--- src/rtl/mem_burst_initiator_pkg.sv ---
// rtl/mem_burst_initiator_pkg.sv - shared types and constants for the burst initiator
package mem_burst_initiator_pkg;

  typedef enum logic [1:0] {
    MI_IDLE,
    MI_WRITE,
    MI_READ,
    MI_DRAIN
  } mem_init_state_e;

  localparam int MI_RSP_DEPTH = 2;

endpackage

--- src/rtl/mem_rsp_fifo.sv ---
// rtl/mem_rsp_fifo.sv - response FIFO holding {last, data} read beats
module mem_rsp_fifo
  import mem_burst_initiator_pkg::*;
#(
  parameter int WIDTH = 9
) (
  input  logic                                  clk,
  input  logic                                  rst_n,
  input  logic                                  push,
  input  logic [WIDTH-1:0]                      push_data,
  input  logic                                  pop,
  output logic [WIDTH-1:0]                      head,
  output logic [$clog2(MI_RSP_DEPTH+1)-1:0]     count,
  output logic                                  empty,
  output logic                                  full
);

  localparam int PW = $clog2(MI_RSP_DEPTH);

  logic [WIDTH-1:0] store [MI_RSP_DEPTH];
  logic [PW-1:0]    wr_ptr;
  logic [PW-1:0]    rd_ptr;

  // Storage needs no reset: pointers and count define which entries are live.
  always_ff @(posedge clk) begin
    if (push) begin
      store[wr_ptr] <= push_data;
    end
  end

  always_ff @(posedge clk) begin
    if (!rst_n) begin
      wr_ptr <= '0;
      rd_ptr <= '0;
      count  <= '0;
    end else begin
      if (push) wr_ptr <= wr_ptr + 1'b1;
      if (pop)  rd_ptr <= rd_ptr + 1'b1;
      case ({push, pop})
        2'b10:   count <= count + 1'b1;
        2'b01:   count <= count - 1'b1;
        default: count <= count;
      endcase
    end
  end

  assign head  = store[rd_ptr];
  assign empty = (count == '0);
  assign full  = (count == MI_RSP_DEPTH[$clog2(MI_RSP_DEPTH+1)-1:0]);

endmodule

--- src/rtl/mem_burst_initiator.sv ---
// rtl/mem_burst_initiator.sv - command-driven burst initiator for a single-port synchronous memory
module mem_burst_initiator
  import mem_burst_initiator_pkg::*;
#(
  parameter int DATA_WIDTH = 8,
  parameter int ADDR_WIDTH = 8,
  parameter int LEN_WIDTH  = 8
) (
  input  logic                  clk,
  input  logic                  rst_n,
  input  logic                  cmd_valid,
  output logic                  cmd_ready,
  input  logic                  cmd_write,
  input  logic [ADDR_WIDTH-1:0] cmd_addr,
  input  logic [LEN_WIDTH-1:0]  cmd_len,
  input  logic                  wr_valid,
  output logic                  wr_ready,
  input  logic [DATA_WIDTH-1:0] wr_data,
  output logic                  rd_valid,
  input  logic                  rd_ready,
  output logic [DATA_WIDTH-1:0] rd_data,
  output logic                  rd_last,
  output logic                  busy,
  output logic [ADDR_WIDTH-1:0] mem_address,
  output logic [DATA_WIDTH-1:0] mem_data,
  output logic                  mem_me,
  output logic                  mem_we,
  output logic                  mem_oe,
  input  logic [DATA_WIDTH-1:0] mem_rdata
);

  localparam int CW = $clog2(MI_RSP_DEPTH + 1);

  mem_init_state_e        state;
  mem_init_state_e        state_next;
  logic [ADDR_WIDTH-1:0]  addr;
  logic [LEN_WIDTH-1:0]   beats_left;
  logic                   inflight;
  logic                   inflight_last;
  logic                   issue_rd;
  logic                   wr_hs;
  logic                   pop;
  logic                   last_beat;
  logic                   rd_room;
  logic [CW:0]            occupancy;
  logic [CW-1:0]          fifo_count;
  logic                   fifo_empty;
  logic                   fifo_full;
  logic [DATA_WIDTH:0]    fifo_head;

  assign last_beat = (beats_left == '0);
  assign pop       = rd_valid && rd_ready;
  assign wr_hs     = wr_valid && wr_ready;

  // Count the beat already in flight and credit a same-cycle pop so the
  // two-entry FIFO sustains one beat per cycle without ever overflowing.
  assign occupancy = {1'b0, fifo_count} + {{CW{1'b0}}, inflight};
  assign rd_room   = ((occupancy - {{CW{1'b0}}, pop}) < (CW+1)'(MI_RSP_DEPTH))
                     && !(fifo_full && !pop);

  always_comb begin
    state_next = state;
    cmd_ready  = 1'b0;
    wr_ready   = 1'b0;
    issue_rd   = 1'b0;
    case (state)
      MI_IDLE: begin
        cmd_ready = 1'b1;
        if (cmd_valid) state_next = cmd_write ? MI_WRITE : MI_READ;
      end
      MI_WRITE: begin
        wr_ready = 1'b1;
        if (wr_valid && last_beat) state_next = MI_IDLE;
      end
      MI_READ: begin
        issue_rd = rd_room;
        if (rd_room && last_beat) state_next = MI_DRAIN;
      end
      MI_DRAIN: begin
        if (!inflight && fifo_empty) state_next = MI_IDLE;
      end
      default: state_next = MI_IDLE;
    endcase
  end

  always_ff @(posedge clk) begin
    if (!rst_n) begin
      state         <= MI_IDLE;
      addr          <= '0;
      beats_left    <= '0;
      inflight      <= 1'b0;
      inflight_last <= 1'b0;
    end else begin
      state         <= state_next;
      inflight      <= issue_rd;
      inflight_last <= issue_rd && last_beat;
      if (cmd_valid && cmd_ready) begin
        addr       <= cmd_addr;
        beats_left <= cmd_len;
      end else if (wr_hs || issue_rd) begin
        addr       <= addr + 1'b1;
        beats_left <= beats_left - 1'b1;
      end
    end
  end

  // Strobes are gated by rst_n so nothing reaches memory during a reset cycle.
  assign mem_me      = rst_n && (wr_hs || issue_rd);
  assign mem_we      = rst_n && wr_hs;
  assign mem_oe      = rst_n && issue_rd;
  assign mem_address = addr;
  assign mem_data    = wr_data;
  assign busy        = (state != MI_IDLE);

  mem_rsp_fifo #(
    .WIDTH (DATA_WIDTH + 1)
  ) u_rsp_fifo (
    .clk       (clk),
    .rst_n     (rst_n),
    .push      (inflight),
    .push_data ({inflight_last, mem_rdata}),
    .pop       (pop),
    .head      (fifo_head),
    .count     (fifo_count),
    .empty     (fifo_empty),
    .full      (fifo_full)
  );

  assign rd_valid = !fifo_empty;
  assign rd_data  = rd_valid ? fifo_head[DATA_WIDTH-1:0] : '0;
  assign rd_last  = rd_valid && fifo_head[DATA_WIDTH];

endmodule

--- config.mk ---
export PLATFORM = sky130hd
export DESIGN_NAME = mem_burst_initiator
export DESIGN_NICKNAME = d
export VERILOG_FILES = /design/src/rtl/mem_burst_initiator_pkg.sv /design/src/rtl/mem_rsp_fifo.sv /design/src/rtl/mem_burst_initiator.sv
export SDC_FILE = /design/constraint.sdc
export NUM_CORES = 1
export LEC_CHECK = 0
export BUFFER_PORTS_ARGS = -buffer_cell sky130_fd_sc_hd__buf_2
export CORE_ASPECT_RATIO = 1.2
export CORE_MARGIN = 3
export CORE_UTILIZATION = 40
export CTS_BUF_LIST = sky130_fd_sc_hd__clkbuf_4
export DETAILED_ROUTE_END_ITERATION = 12
export GPL_TIMING_DRIVEN = 1
export HOLD_SLACK_MARGIN = 0.12
export PLACE_DENSITY = 0.66
export SLEW_MARGIN = 20
export SYNTH_ARGS = -nofsm -noshare
export SYNTH_HDL_FRONTEND = slang
export SYNTH_SLANG_ARGS = --single-unit
--- constraint.sdc ---
create_clock -name clk -period 3.21 [get_ports clk]
set_input_delay 0.321 -clock clk [delete_from_list [all_inputs] [get_ports clk]]
set_output_delay 0.321 -clock clk [all_outputs]
set_load 0.02 [all_outputs]
==> metrics.sh, run 1 <==
STATUS='complete, no violations'
PLACE.GP.CONGESTION=0.7682
DESIGN.DIE.AREA_SQ_MM=0.006073
CORE_AREA_SQ_MM=0.004975
NUM_ANTENNA_CELLS=0
YOSYSWARNINGS=0
FILLER_CELL_COUNT_IN_THE_FINAL_LAYOUT=512
STD_CELL_ROWS=28
YS_DOMINANT_REG_CELL='sky130_fd_sc_hd__dfxtp_1'
FINALHOLDVIOLCOUNT=0
POSTROUTEANTENNANETS=0
DRT-PASS1-ITER-COUNT=4
DIEWIDTH_UM=71.64
CRITICALPATHCATEGORY='reg -> out'
WIRELENGTH_PER_CELL_UM=13.91
HOLD_BUFS_INSERTED_AFTER_CTS=0
FINAL.SETUP.TNS_PS=0
RRSETUPSLACK_PS=500
CTS_SINKS=43
DETAIL_ROUTE.VIAS_PER_CELL=5.331
FINAL_DESIGN_AREA_NO_FILL_SQ_MM=0.002385
AVGSYNTHCELLAREA_SQ_UM=10.19
SLEW_VIOLATIONS=0
WORST-SLEW-PIN-TRANSITION_PS=808.4
SYN_AREA_SQ_MM=0.002068
GRT_OVERFLOW_TOTAL=0
TIMING.CRITICAL_PATH.ARRIVAL_PS=2740
SYN2LAYOUT_AREA_GROWTH_PCT=15.31
DIE_HEIGHT_UM=84.77
CRITPATHLAUNCH='u_rsp_fifo.count[1]'
TRITONCTS.NUM_BUFFERS=5
MAX-CAP-VIOLATIONS=0
INITIALDRTVIOLATIONCOUNT=71
MIN_DELAY_WORST_ENDPOINT='u_rsp_fifo.store[0][3]'
CLOCK.FMAX_MHz=326.7
VDD_IR_DROP_MAX_uV=232.4
DRIVE_GT1_FRAC=0.2823
YS_TYPES=44
CRITICAL_PATH.STARTPOINT_TYPE='flop'
HOLD_DEPTH=1
SEQ_TOTAL_AREA_YOSYS=0.5033
CRITICAL_PATH_REQUIRED_PS=2890
POST_SYNTH_INST_COUNT=203
TIMING.CRITICAL_PATH.SLOWEST_CELL_DELAY_PS=440
RR_WORST_DEPTH=10
GRT_ANTENNA_BEFORE_REPAIR=0
SETUP_REPAIR_AFTER_GLOBAL_ROUTING_MISSED_ITS_MARGIN='false'
PATH_MAX_FANOUT=8
ROUTED_WL_MM=4.285
WORST_SLACK_PS=149.5
GRT.TOTAL_USAGE=0.1441
CRIT_PATH_CELLS='and3_1 -> a21o_1 -> nand2_1 -> fa_1 -> or2_4 -> a211oi_4 -> buf_4 -> and2_1 -> buf_2'
ROUTE.DETAILED.DRC=0
SETUP_VIOL=0
CRITICAL_PATH.N_BUFFERS_INVERTERS=2
INITIAL_UTILIZATION=0.4157
OVERALL_VIA_COUNT_FROM_DETAIL_ROUTE=1642
LAYOUT_MIN_CYCLE_TIME_PS=3061
CTSROOTBUFFERMASTER='sky130_fd_sc_hd__clkbuf_4'
MAPPED_NETS=244
MIN_PERIOD_OVER_PERIOD=0.9534
PORT_BUFFERS=53
SYNTH-ASYNC-RESET-RATIO=0
PRE_CTS_SLACK_PS=382.0
STATIC_LEAKAGE_nW=0.9763
SYNTH-EDFF-COUNT=18
POSTSYNTHREGISTERBITS=43
CRIT_PATH_TOP_DELAY_CELL='sky130_fd_sc_hd__dfxtp_2'
SLEW_HEADROOM=0.4600
REG2REG_LAUNCH_POINT='u_rsp_fifo.count[1]'
TOP_POST_SYNTHESIS_CELLS_BY_COUNT='sky130_fd_sc_hd__dfxtp_1 (25), sky130_fd_sc_hd__nor2_1 (23), sky130_fd_sc_hd__edfxtp_1 (18), sky130_fd_sc_hd__o21ai_0 (18), sky130_fd_sc_hd__a21oi_1 (13)'
PATH_DELAY_FAMILY='simple AND/OR/NAND/NOR gates'
CLK_PATH_BUF_DEPTH=2
SYNTH_LARGEST_AREA_CELL='sky130_fd_sc_hd__edfxtp_1'
POWER_DENSITY_mW_PER_MM2=503.6
ENDPOINT_KIND_OF_THE_WORST_SETUP_TIMING_PATH='output port'
FINALCLOCKSKEW_PS=16.51
HOLD_PATH.STARTPOINT='mem_rdata[3]'
GRT_MAX_DEGREE=24
SYNTH_AREA_LEADERS='sky130_fd_sc_hd__edfxtp_1 (26%), sky130_fd_sc_hd__dfxtp_1 (24%), sky130_fd_sc_hd__mux2i_1 (4.4%), sky130_fd_sc_hd__o21ai_0 (4.4%), sky130_fd_sc_hd__nor2_1 (4.2%)'
CLOCK_LATENCY_PS=360
HOLD_PATH.CLASS='in -> reg'
TRITONCTS_CLOCK_TREE='done'
FIRST_PASS_GRT_WIRE_LENGTH_MM=6.955
FIRST_GLOBAL_VIAS=1501
FINAL_NET_COUNT=288
IO_PINS=70
CRITICAL_PATH.REG2REG.ENDPOINT='beats_left[5]'
PLACED_CELL_AREA_SQ_MM=0.002300
HPWL_MM=3.105
SYNTHMOSTINSTANTIATEDCELL='sky130_fd_sc_hd__dfxtp_1'
SYNTH_TOP_CELL_AREA_SHARE=0.2613
CTSHTREEMAXLEVEL=2
CLK_PIN_SLEW_PS=130
## placed cells by master (no fill, tap or decap), types with 2 or more instances in the layout
| cell type | n |
|---|---|
| sky130_fd_sc_hd__and3_1 | 6 |
| sky130_fd_sc_hd__nor2b_1 | 2 |
| sky130_fd_sc_hd__buf_2 | 53 |
| sky130_fd_sc_hd__buf_4 | 2 |
| sky130_fd_sc_hd__nand2_1 | 8 |
| sky130_fd_sc_hd__xor2_1 | 7 |
| sky130_fd_sc_hd__o2111ai_1 | 3 |
| sky130_fd_sc_hd__a21oi_1 | 13 |
| sky130_fd_sc_hd__clkinv_1 | 2 |
| sky130_fd_sc_hd__ha_1 | 2 |
| sky130_fd_sc_hd__dfxtp_1 | 24 |
| sky130_fd_sc_hd__nor3b_1 | 2 |
| sky130_fd_sc_hd__nor3_1 | 6 |
| sky130_fd_sc_hd__clkbuf_4 | 5 |
| sky130_fd_sc_hd__a311oi_1 | 2 |
| sky130_fd_sc_hd__a31oi_1 | 2 |
| sky130_fd_sc_hd__and2_1 | 5 |
| sky130_fd_sc_hd__o211ai_2 | 2 |
| sky130_fd_sc_hd__mux2i_1 | 9 |
| sky130_fd_sc_hd__edfxtp_1 | 18 |
| sky130_fd_sc_hd__nor2_1 | 23 |
| sky130_fd_sc_hd__o21ai_0 | 18 |
| sky130_fd_sc_hd__a211oi_1 | 5 |
| sky130_fd_sc_hd__inv_1 | 6 |
## cell families after synthesis
family	after synthesis	synth area share
simple gates	59	0.1434
fa+ha+maj	3	0.02178
xor+xnor	8	0.03388
compound gates	56	0.1851
mux	9	0.04356
flops	43	0.5033
buf+inv	25	0.06896
## report_power, final
| part | switching, W | internal [W] |
|---|---|---|
| Clock | 0.000176 | 0.000160 |
| Sequential | 0.0000354 | 0.000606 |
| Combinational | 0.000133 | 0.0000899 |
## how the worst max path moves through the flow
| stage | end | slack [ps] | cells past startpoint |
|---|---|---|---|
| 4_1_cts | mem_oe | 100 | 9 |
| 3_3_place_gp | beats_left[5] | 480 | 10 |
| 2_1_floorplan | mem_me | 650 | 8 |
| 3_5_place_dp | beats_left[5] | 380 | 10 |
| 6_report | mem_oe | 150 | 9 |
| 5_1_grt | mem_me | 10 | 9 |
## routing by layer
layer / up-vias / GRT usage / routed length [um]
li1: 815 / - / -
met1: 758 / 0.1833 / 1817
met3: 14 / 0.02874 / 273
met4: 0 / 0.06667 / 94
met2: 55 / 0.2333 / 2100
met5: - / 0 / 0
## cell type report
cell class | instances | area (sq um) | area share
clock buffers | 5 | 37.54 | 0.01574
clock inverters | 3 | 38.79 | 0.01626
inverters | 7 | 26.28 | 0.01102
multi-input cells | 135 | 884.6 | 0.3709
flip-flops and latches | 43 | 1042 | 0.4370
well taps | 60 | 75.07 | 0.03148
repair buffers | 55 | 280.3 | 0.1175
## metrics by stage
stage,utilization,instances,hold slack (ps),power (W)
floorplan,-,203,403.7,0.0008233
global route,0.4794,308,135.6,0.001264
detailed placement,0.4623,299,421.1,0.0008775
global placement,0.4623,299,411.6,0.0008757
finish,0.4794,308,152.4,0.001201
CTS,0.4779,307,138.3,0.001213
## what timing repair did
| action | CTS | global route |
|---|---|---|
| buffers inserted | 0 | 1 |
| resized for setup | 1 | 0 |
| pin swaps | 0 | 1 |
| endpoints found under the hold margin | 0 | 0 |
| setup endpoints to repair | 1 | 2 |
## sequential cells by signal (all words and copies together) (netlist names), named ones only
signal and cells:
beats_left 8, state 2, u_rsp_fifo.wr_ptr 1, mem_address 8, u_rsp_fifo.store 18, inflight 1, inflight_last 1, u_rsp_fifo.rd_ptr 1
u_rsp_fifo.count 2
No activity file was read; power rests on OpenSTA's default activity.
==> run 2, diff against run 1 <==
--- a/config.mk
+++ b/config.mk
@@ -9,7 +9,7 @@
 export CORE_ASPECT_RATIO = 1.2
 export CORE_MARGIN = 3
 export CORE_UTILIZATION = 40
-export CTS_BUF_LIST = sky130_fd_sc_hd__clkbuf_4
+export CTS_BUF_LIST = sky130_fd_sc_hd__clkbuf_8
 export DETAILED_ROUTE_END_ITERATION = 12
 export GPL_TIMING_DRIVEN = 1
 export HOLD_SLACK_MARGIN = 0.12
==> metrics.sh, run 2 (synthesis results as in run 1) <==
STATUS='complete, no violations'
CTSHTREEMAXLEVEL=2  # unchanged
HPWL_MM=3.105  # unchanged
INITIALDRTVIOLATIONCOUNT=104  # +46%
NUM_ANTENNA_CELLS=0  # unchanged
TIMING.CRITICAL_PATH.SLOWEST_CELL_DELAY_PS=420  # -20 ps
CRITICALPATHCATEGORY='reg -> out'
TIMING.CRITICAL_PATH.ARRIVAL_PS=2700  # -40 ps
FIRST_PASS_GRT_WIRE_LENGTH_MM=6.934  # -0.30%
CRITPATHLAUNCH='u_rsp_fifo.count[1]'
CTSROOTBUFFERMASTER='sky130_fd_sc_hd__clkbuf_8'
STATIC_LEAKAGE_nW=0.9838  # +0.77%
DRIVE_GT1_FRAC=0.2794  # -0.002906
HOLD_BUFS_INSERTED_AFTER_CTS=0  # unchanged
SETUP_REPAIR_AFTER_GLOBAL_ROUTING_MISSED_ITS_MARGIN='false'
WIRELENGTH_PER_CELL_UM=13.94  # +0.21%
CTS_SINKS=43  # unchanged
DIE_HEIGHT_UM=84.77  # unchanged
CLOCK_LATENCY_PS=300  # -60 ps
LARGEST_REGISTER_FF_COUNT=18  # unchanged
ENDPOINT_KIND_OF_THE_WORST_SETUP_TIMING_PATH='output port'
TIMING.HOLD.WS_PS=217.6  # +65.17 ps
PATH_MAX_FANOUT=8  # unchanged
TRITONCTS_CLOCK_TREE='done'
MAX-CAP-VIOLATIONS=0  # unchanged
POWER_DENSITY_mW_PER_MM2=529.0  # +5.1%
CLOCK.FMAX_MHz=331.4  # +1.4%
DETAIL_ROUTE.VIAS_PER_CELL=5.345  # +0.26%
LAYOUT.CELLS.MOST_COMMON_LIST='sky130_fd_sc_hd__buf_2 (53), sky130_fd_sc_hd__dfxtp_1 (24), sky130_fd_sc_hd__nor2_1 (23)'
CORE_AREA_SQ_MM=0.004975  # unchanged
MIN_PERIOD_OVER_PERIOD=0.9401  # -0.01330
INITIAL_UTILIZATION=0.4157  # unchanged
FINALHOLDVIOLCOUNT=0  # unchanged
TIMING.CRITICAL_PATH.TO='mem_oe'
GRT_MAX_DEGREE=24  # unchanged
WORST-SLEW-PIN-TRANSITION_PS=808.8  # +0.4215 ps
FINAL_NET_COUNT=287  # -0.35%
STD_CELL_ROWS=28  # unchanged
HOLD_PATH.CLASS='in -> reg'
CLK_PIN_SLEW_PS=90  # -40 ps
LAYOUT_MIN_CYCLE_TIME_PS=3018  # -42.71 ps
TRITONCTS.NUM_BUFFERS=5  # unchanged
GRT_OVERFLOW_TOTAL=0  # unchanged
FIRST_GLOBAL_VIAS=1501  # unchanged
ROUTE.DETAILED.DRC=0  # unchanged
REG2REG_LAUNCH_POINT='u_rsp_fifo.count[1]'
MOSTFREQUENTLAYOUTCELL='sky130_fd_sc_hd__buf_2'
DIEWIDTH_UM=71.64  # unchanged
CRITICAL_PATH_REQUIRED_PS=2890  # about the same
FINAL.SETUP.TNS_PS=0  # unchanged
CLK_PATH_BUF_DEPTH=2  # unchanged
POSTROUTEANTENNANETS=0  # unchanged
SYN2LAYOUT_AREA_GROWTH_PCT=16.45
DRT-PASS1-ITER-COUNT=4  # unchanged
CRITICAL_PATH.REG2REG.ENDPOINT='beats_left[5]'
RRSETUPSLACK_PS=470  # -30 ps
RR_WORST_DEPTH=10  # unchanged
GRT_ANTENNA_BEFORE_REPAIR=0  # unchanged
SLEW_HEADROOM=0.4597  # about the same
REGMOSTFLOPS='u_rsp_fifo.store'
OVERALL_VIA_COUNT_FROM_DETAIL_ROUTE=1641  # -0.061%
FINALCLOCKSKEW_PS=12.83  # -3.682 ps
CRIT_PATH_TOP_DELAY_CELL='sky130_fd_sc_hd__dfxtp_2'
GRT.TOTAL_USAGE=0.1446  # +0.0004935
DESIGN.DIE.AREA_SQ_MM=0.006073  # unchanged
CRITICAL_PATH.STARTPOINT_TYPE='flop'
VDD_IR_DROP_MAX_uV=276.7  # +19%
CRIT_PATH_CELLS='and3_1 -> a21o_1 -> nand2_1 -> fa_1 -> or2_4 -> a211oi_4 -> buf_4 -> and2_1 -> buf_2'
SETUP_VIOL=0  # unchanged
SLEW_VIOLATIONS=0  # unchanged
PORT_BUFFERS=53  # unchanged
PLACE.GP.CONGESTION=0.7682  # unchanged
IO_PINS=70  # unchanged
ROUTED_WL_MM=4.280  # -0.12%
-- run 2: what timing repair did --
| item | in CTS | in global routing |
|---|---|---|
| gates resized for setup | 0 | 1 |
| setup buffers | 0 | 0 |
| setup endpoints to repair | 0 | 2 |
-- run 2: worst min path at each step --
stage          slack, ps  cells after the start                      to          start
2_1_floorplan        400                      0  u_rsp_fifo.store[0][8]  inflight_last
3_3_place_gp         410                      0  u_rsp_fifo.store[0][8]  inflight_last
3_5_place_dp         420                      0  u_rsp_fifo.store[0][8]  inflight_last
4_1_cts              210                      1  u_rsp_fifo.store[0][4]   mem_rdata[4]
5_1_grt              210                      1  u_rsp_fifo.store[0][7]   mem_rdata[7]
6_report             220                      1  u_rsp_fifo.store[0][3]   mem_rdata[3]
-- run 2: metal layers --
metal,up-vias,wire (um),global-route usage
met3,13,260,0.02874
met5,-,0,0
met1,764,1820,0.1803
li1,814,-,-
met4,0,105,0.07179
met2,50,2094,0.2358
-- run 2: layout make-up --
type	instances	area (sq um)
fill	509	2566
sequential	43	1042
multi-input combinational	135	884.6
timing repair buffer	54	272.8
tap	60	75.07
clock buffer	5	68.82
clock inverter	3	38.79
inverter	7	26.28
-- run 2: power breakdown --
group          switching, W  internal, W  total (W)
registers         0.0000357     0.000606   0.000642
clock network      0.000183     0.000228   0.000410
logic              0.000134    0.0000886   0.000222
-- run 2: metrics by stage --
step | util | setup slack, ps | cells | area (sq um) | total power, W
after floorplan | - | 649.4 | 203 | 2068 | 0.0008233
after global placement | 0.4623 | 480.8 | 299 | 2300 | 0.0008757
after detailed placement | 0.4623 | 382.0 | 299 | 2300 | 0.0008775
after CTS | 0.4839 | 79.37 | 307 | 2407 | 0.001287
after global routing | 0.4842 | 49.10 | 307 | 2409 | 0.001336
final | 0.4842 | 192.2 | 307 | 2409 | 0.001274
-- run 2: worst max-delay path: cells and delay by family (launching register included) --
family / cells / cell delay (ps)
AND/OR/NAND/NOR: 4 / 690
AO/OA/AOI/OAI: 2 / 480
flip-flops: 1 / 420
adder cells (fa/ha/maj): 1 / 420
buffers and inverters: 2 / 380
==> run 3, diff against run 2 <==
--- a/config.mk
+++ b/config.mk
@@ -5,6 +5,7 @@
 export SDC_FILE = /design/constraint.sdc
 export NUM_CORES = 1
 export LEC_CHECK = 0
+export ABC_AREA = 1
 export BUFFER_PORTS_ARGS = -buffer_cell sky130_fd_sc_hd__buf_2
 export CORE_ASPECT_RATIO = 1.2
 export CORE_MARGIN = 3
@@ -13,7 +14,6 @@
 export DETAILED_ROUTE_END_ITERATION = 12
 export GPL_TIMING_DRIVEN = 1
 export HOLD_SLACK_MARGIN = 0.12
-export PLACE_DENSITY = 0.66
 export SLEW_MARGIN = 20
 export SYNTH_ARGS = -nofsm -noshare
 export SYNTH_HDL_FRONTEND = slang
==> metrics.sh, run 3 <==
DRT-PASS1-ITER-COUNT=4  # unchanged
SEQ_POWER_SHARE=0.411  # -0.093
LAYOUT.CELLS.MOST_COMMON_LIST='sky130_fd_sc_hd__nand2_1 (72), sky130_fd_sc_hd__buf_2 (52), sky130_fd_sc_hd__nor2_1 (41)'
FILLER_CELL_COUNT_IN_THE_FINAL_LAYOUT=557  # +9.4%
HOLD_PATH.STARTPOINT='mem_rdata[3]'
CTSHTREEMAXLEVEL=2  # unchanged
LAYOUT_MIN_CYCLE_TIME_PS=2957  # -60.76 ps
SYN_AREA_SQ_MM=0.002250  # +8.8%
YS_TYPES=34  # -23%
STD_CELL_ROWS=29  # +3.6%
INITIALDRTVIOLATIONCOUNT=111  # +6.7%
SYNTH-ASYNC-RESET-RATIO=0  # unchanged
MOSTFREQUENTLAYOUTCELL='sky130_fd_sc_hd__nand2_1'
GRT.TOTAL_USAGE=0.1535  # +0.008902
FINAL.SETUP.TNS_PS=0  # unchanged
WIRELENGTH_PER_CELL_UM=11.77  # -16%
POWER_DENSITY_mW_PER_MM2=671.6  # +27%
SYNTHMUXAREASHARE=0  # -0.04356
CORE_AREA_SQ_MM=0.005370  # +7.9%
YOSYSWARNINGS=0  # unchanged
INTERNAL_POWER_W=0.001102  # +19%
WORST-SLEW-PIN-TRANSITION_PS=758.4  # -50.43 ps
TRITONCTS_CLOCK_TREE='done'
DETAIL_ROUTE.VIAS_PER_CELL=4.763  # -11%
OVERALL_VIA_COUNT_FROM_DETAIL_ROUTE=1929  # +18%
PARITY_GATE_SHARE_OF_THE_SYNTHESIZED_AREA_COUNTING_XOR_AND_XNOR_CELLS=0.01168  # -0.02220
SYNTH_TOP_CELL_AREA_SHARE=0.2403  # -0.02108
IO_PINS=70  # unchanged
DIE_HEIGHT_UM=88.15  # +4.0%
DESIGN.DIE.AREA_SQ_MM=0.006564  # +8.1%
PATH_MAX_FANOUT=10  # +2
POSTROUTEANTENNANETS=0  # unchanged
AVGSYNTHCELLAREA_SQ_UM=7.575  # -26%
VDD_IR_DROP_MAX_uV=281.5  # +1.7%
LARGEST_FAMILY_OF_LOGIC_CELLS_BY_SYNTHESIZED_AREA='simple AND/OR/NAND/NOR gates'
MIN_PERIOD_OVER_PERIOD=0.9212  # -0.01893
ROUTED_WL_MM=4.767  # +11%
TRITONCTS.NUM_BUFFERS=5  # unchanged
TOP_POST_SYNTHESIS_CELLS_BY_COUNT='sky130_fd_sc_hd__nand2_1 (73), sky130_fd_sc_hd__nor2_1 (42), sky130_fd_sc_hd__inv_1 (26)'
CLOCK.FMAX_MHz=338.2  # +2.1%
CLOCK_LATENCY_PS=300  # about the same
SYNTH-EDFF-COUNT=18  # unchanged
FINALHOLDVIOLCOUNT=0  # unchanged
POSTSYNTHREGISTERBITS=43  # unchanged
DIEWIDTH_UM=74.46  # +3.9%
SYNTH-COMPOUND-AREA-SHARE=0.1229  # -0.06220
SLEW_VIOLATIONS=0  # unchanged
POWER_SWITCHING_SHARE=0.3744  # +0.09835
GRT_OVERFLOW_TOTAL=0  # unchanged
GRT_MAX_DEGREE=19  # -21%
POST_SYNTH_AND_OR_NAND_NOR_AREA_FRACTION=0.2770  # +0.1336
POWER_FRAC_CLOCK=0.239  # -0.083
MAPPED_NETS=338  # +39%
POST-LAYOUT-TOTAL-POWER_W=0.001761  # +38%
CTSROOTBUFFERMASTER='sky130_fd_sc_hd__clkbuf_8'
REG2REG_LAUNCH_POINT='u_rsp_fifo.count[1]'
GRT_ANTENNA_BEFORE_REPAIR=0  # unchanged
POWER_FRAC_COMB=0.350  # +0.176
NUM_ANTENNA_CELLS=0  # unchanged
DRIVE_GT1_FRAC=0.2391  # -0.04029
TIMING.CRITICAL_PATH.ARRIVAL_PS=2640  # -60 ps
CLK_PATH_BUF_DEPTH=2  # unchanged
YS_DOMINANT_REG_CELL='sky130_fd_sc_hd__dfxtp_1'
HOLD_BUFS_INSERTED_AFTER_CTS=0  # unchanged
SYN2LAYOUT_AREA_GROWTH_PCT=16.57
FINALCLOCKSKEW_PS=1.860  # -10.97 ps
SETUP_REPAIR_AFTER_GLOBAL_ROUTING_MISSED_ITS_MARGIN='false'
SLEW_HEADROOM=0.4926  # +0.03286
SEQ_TOTAL_AREA_YOSYS=0.4627  # -0.04059
HOLD_PATH.CLASS='in -> reg'
CLK_PIN_SLEW_PS=80  # about the same
ENDPOINT_KIND_OF_THE_WORST_SETUP_TIMING_PATH='output port'
POSTCTSSETUPBUFFERS=0  # unchanged
CRITICALPATHCATEGORY='reg -> out'
FIRST_PASS_GRT_WIRE_LENGTH_MM=7.714  # +11%
REGMOSTFLOPS='u_rsp_fifo.store'
STATUS='complete, no violations'
INITIAL_UTILIZATION=0.4189  # +0.003174
SYNTH_LARGEST_AREA_CELL='sky130_fd_sc_hd__edfxtp_1'
LARGEST_REGISTER_FF_COUNT=18  # unchanged
FINAL_NET_COUNT=383  # +33%
HPWL_MM=3.435  # +11%
SYNTHMOSTINSTANTIATEDCELL='sky130_fd_sc_hd__nand2_1'
FIRST_GLOBAL_VIAS=1757  # +17%
ROUTE.DETAILED.DRC=0  # unchanged
YOSYS.AREA_SHARE.ADDER=0.02002  # -0.001756
POST_SYNTH_INST_COUNT=297  # +46%
CTS_SINKS=43  # unchanged
P_SW_W=0.0006595  # +87%
CRITICAL_PATH_REQUIRED_PS=2890  # about the same
SETUP_VIOL=0  # unchanged
PORT_BUFFERS=53  # unchanged
MAX-CAP-VIOLATIONS=0  # unchanged
PLACE.GP.CONGESTION=0.7787  # +1.4%
CRITICAL_PATH.STARTPOINT_TYPE='flop'
CTS_RESIZED=1  # +1
SYNTH_AREA_LEADERS='sky130_fd_sc_hd__edfxtp_1 (24%), sky130_fd_sc_hd__dfxtp_1 (22%), sky130_fd_sc_hd__nand2_1 (12%), sky130_fd_sc_hd__nor2_1 (7.0%), sky130_fd_sc_hd__a21oi_1 (4.4%)'
STATIC_LEAKAGE_nW=1.244  # +26%
CRITPATHLAUNCH='u_rsp_fifo.count[1]'
## run 3: changes by cell type after synthesis, moves of 5 or more
cell / before / now
sky130_fd_sc_hd__a211oi_1: 5 / 0
sky130_fd_sc_hd__a21oi_1: 13 / 20
sky130_fd_sc_hd__and2_1: 5 / 0
sky130_fd_sc_hd__and3_1: 6 / 1
sky130_fd_sc_hd__inv_1: 6 / 26
sky130_fd_sc_hd__inv_2: 0 / 6
sky130_fd_sc_hd__mux2i_1: 9 / 0
sky130_fd_sc_hd__nand2_1: 8 / 73
sky130_fd_sc_hd__nand3_1: 0 / 17
sky130_fd_sc_hd__nor2_1: 23 / 42
sky130_fd_sc_hd__o21ai_1: 0 / 5
sky130_fd_sc_hd__xor2_1: 7 / 2
## run 3: metrics by stage
step / setup slack, ps / utilization / instances / hold WS (ps) / area [sq um]
final: 252.9 / 0.4884 / 405 / 206.3 / 2623
after global routing: 62.56 / 0.4884 / 405 / 190.8 / 2623
after CTS: 23.22 / 0.4837 / 405 / 199.5 / 2597
after detailed placement: 287.8 / 0.4623 / 397 / 415.0 / 2482
after global placement: 377.7 / 0.4623 / 397 / 409.3 / 2482
after floorplan: 365.1 / - / 297 / 403.7 / 2250
## run 3: metal layers
layer	routed length (um)	track usage
met1	2055	0.1754
met5	0	0
met3	311	0.04592
met2	2340	0.2678
met4	59	0.05502
## run 3: power groups by stage
| stage | logic, W | clock network [W] | registers [W] |
|---|---|---|---|
| 5_1_grt | 0.000703 | 0.000459 | 0.000740 |
| 3_3_place_gp | 0.000611 | 0 | 0.000737 |
| 2_1_floorplan | 0.000473 | 0 | 0.000752 |
| 6_report | 0.000616 | 0.000422 | 0.000724 |
| 4_1_cts | 0.000615 | 0.000433 | 0.000725 |
| 3_5_place_dp | 0.000612 | 0 | 0.000737 |
## run 3: final cells by class
| type | instances | area [sq um] | area share |
|---|---|---|---|
| well taps | 62 | 77.57 | 0.02958 |
| flip-flops and latches | 43 | 1042 | 0.3974 |
| inverters | 34 | 130.1 | 0.04962 |
| repair buffers | 53 | 267.8 | 0.1021 |
| clock buffers | 5 | 68.82 | 0.02624 |
| clock inverters | 3 | 43.79 | 0.01670 |
| multi-input cells | 205 | 992.2 | 0.3783 |
## run 3: final timing paths
kind / end / slack [ps] / cells past startpoint
hold reg to reg: u_rsp_fifo.store[1][8] / 430 / 0
hold / removal: u_rsp_fifo.store[0][3] / 210 / 1
setup reg to reg: beats_left[3] / 570 / 17
setup / recovery: mem_oe / 250 / 15
## run 3: cells by family after synthesis
family | Yosys count
flip-flops | 43
buffers and inverters | 49
XOR/XNOR | 3
AND/OR/NAND/NOR | 148
AO/OA/AOI/OAI | 51
adder cells (fa/ha/maj) | 3
## run 3: critical path, cell delays in order (launching register included)
cell and delay [ps]:
sky130_fd_sc_hd__dfxtp_2 380, sky130_fd_sc_hd__inv_1 60, sky130_fd_sc_hd__nand2_2 100, sky130_fd_sc_hd__inv_4 80
sky130_fd_sc_hd__nor2_4 110, sky130_fd_sc_hd__nand2_1 70, sky130_fd_sc_hd__o21ai_0 90, sky130_fd_sc_hd__inv_1 60
sky130_fd_sc_hd__nor2_1 120, sky130_fd_sc_hd__inv_1 60, sky130_fd_sc_hd__fa_1 380, sky130_fd_sc_hd__or2_1 210
sky130_fd_sc_hd__nand2_1 130, sky130_fd_sc_hd__nand3_4 140, sky130_fd_sc_hd__nor2_1 160, sky130_fd_sc_hd__buf_2 190
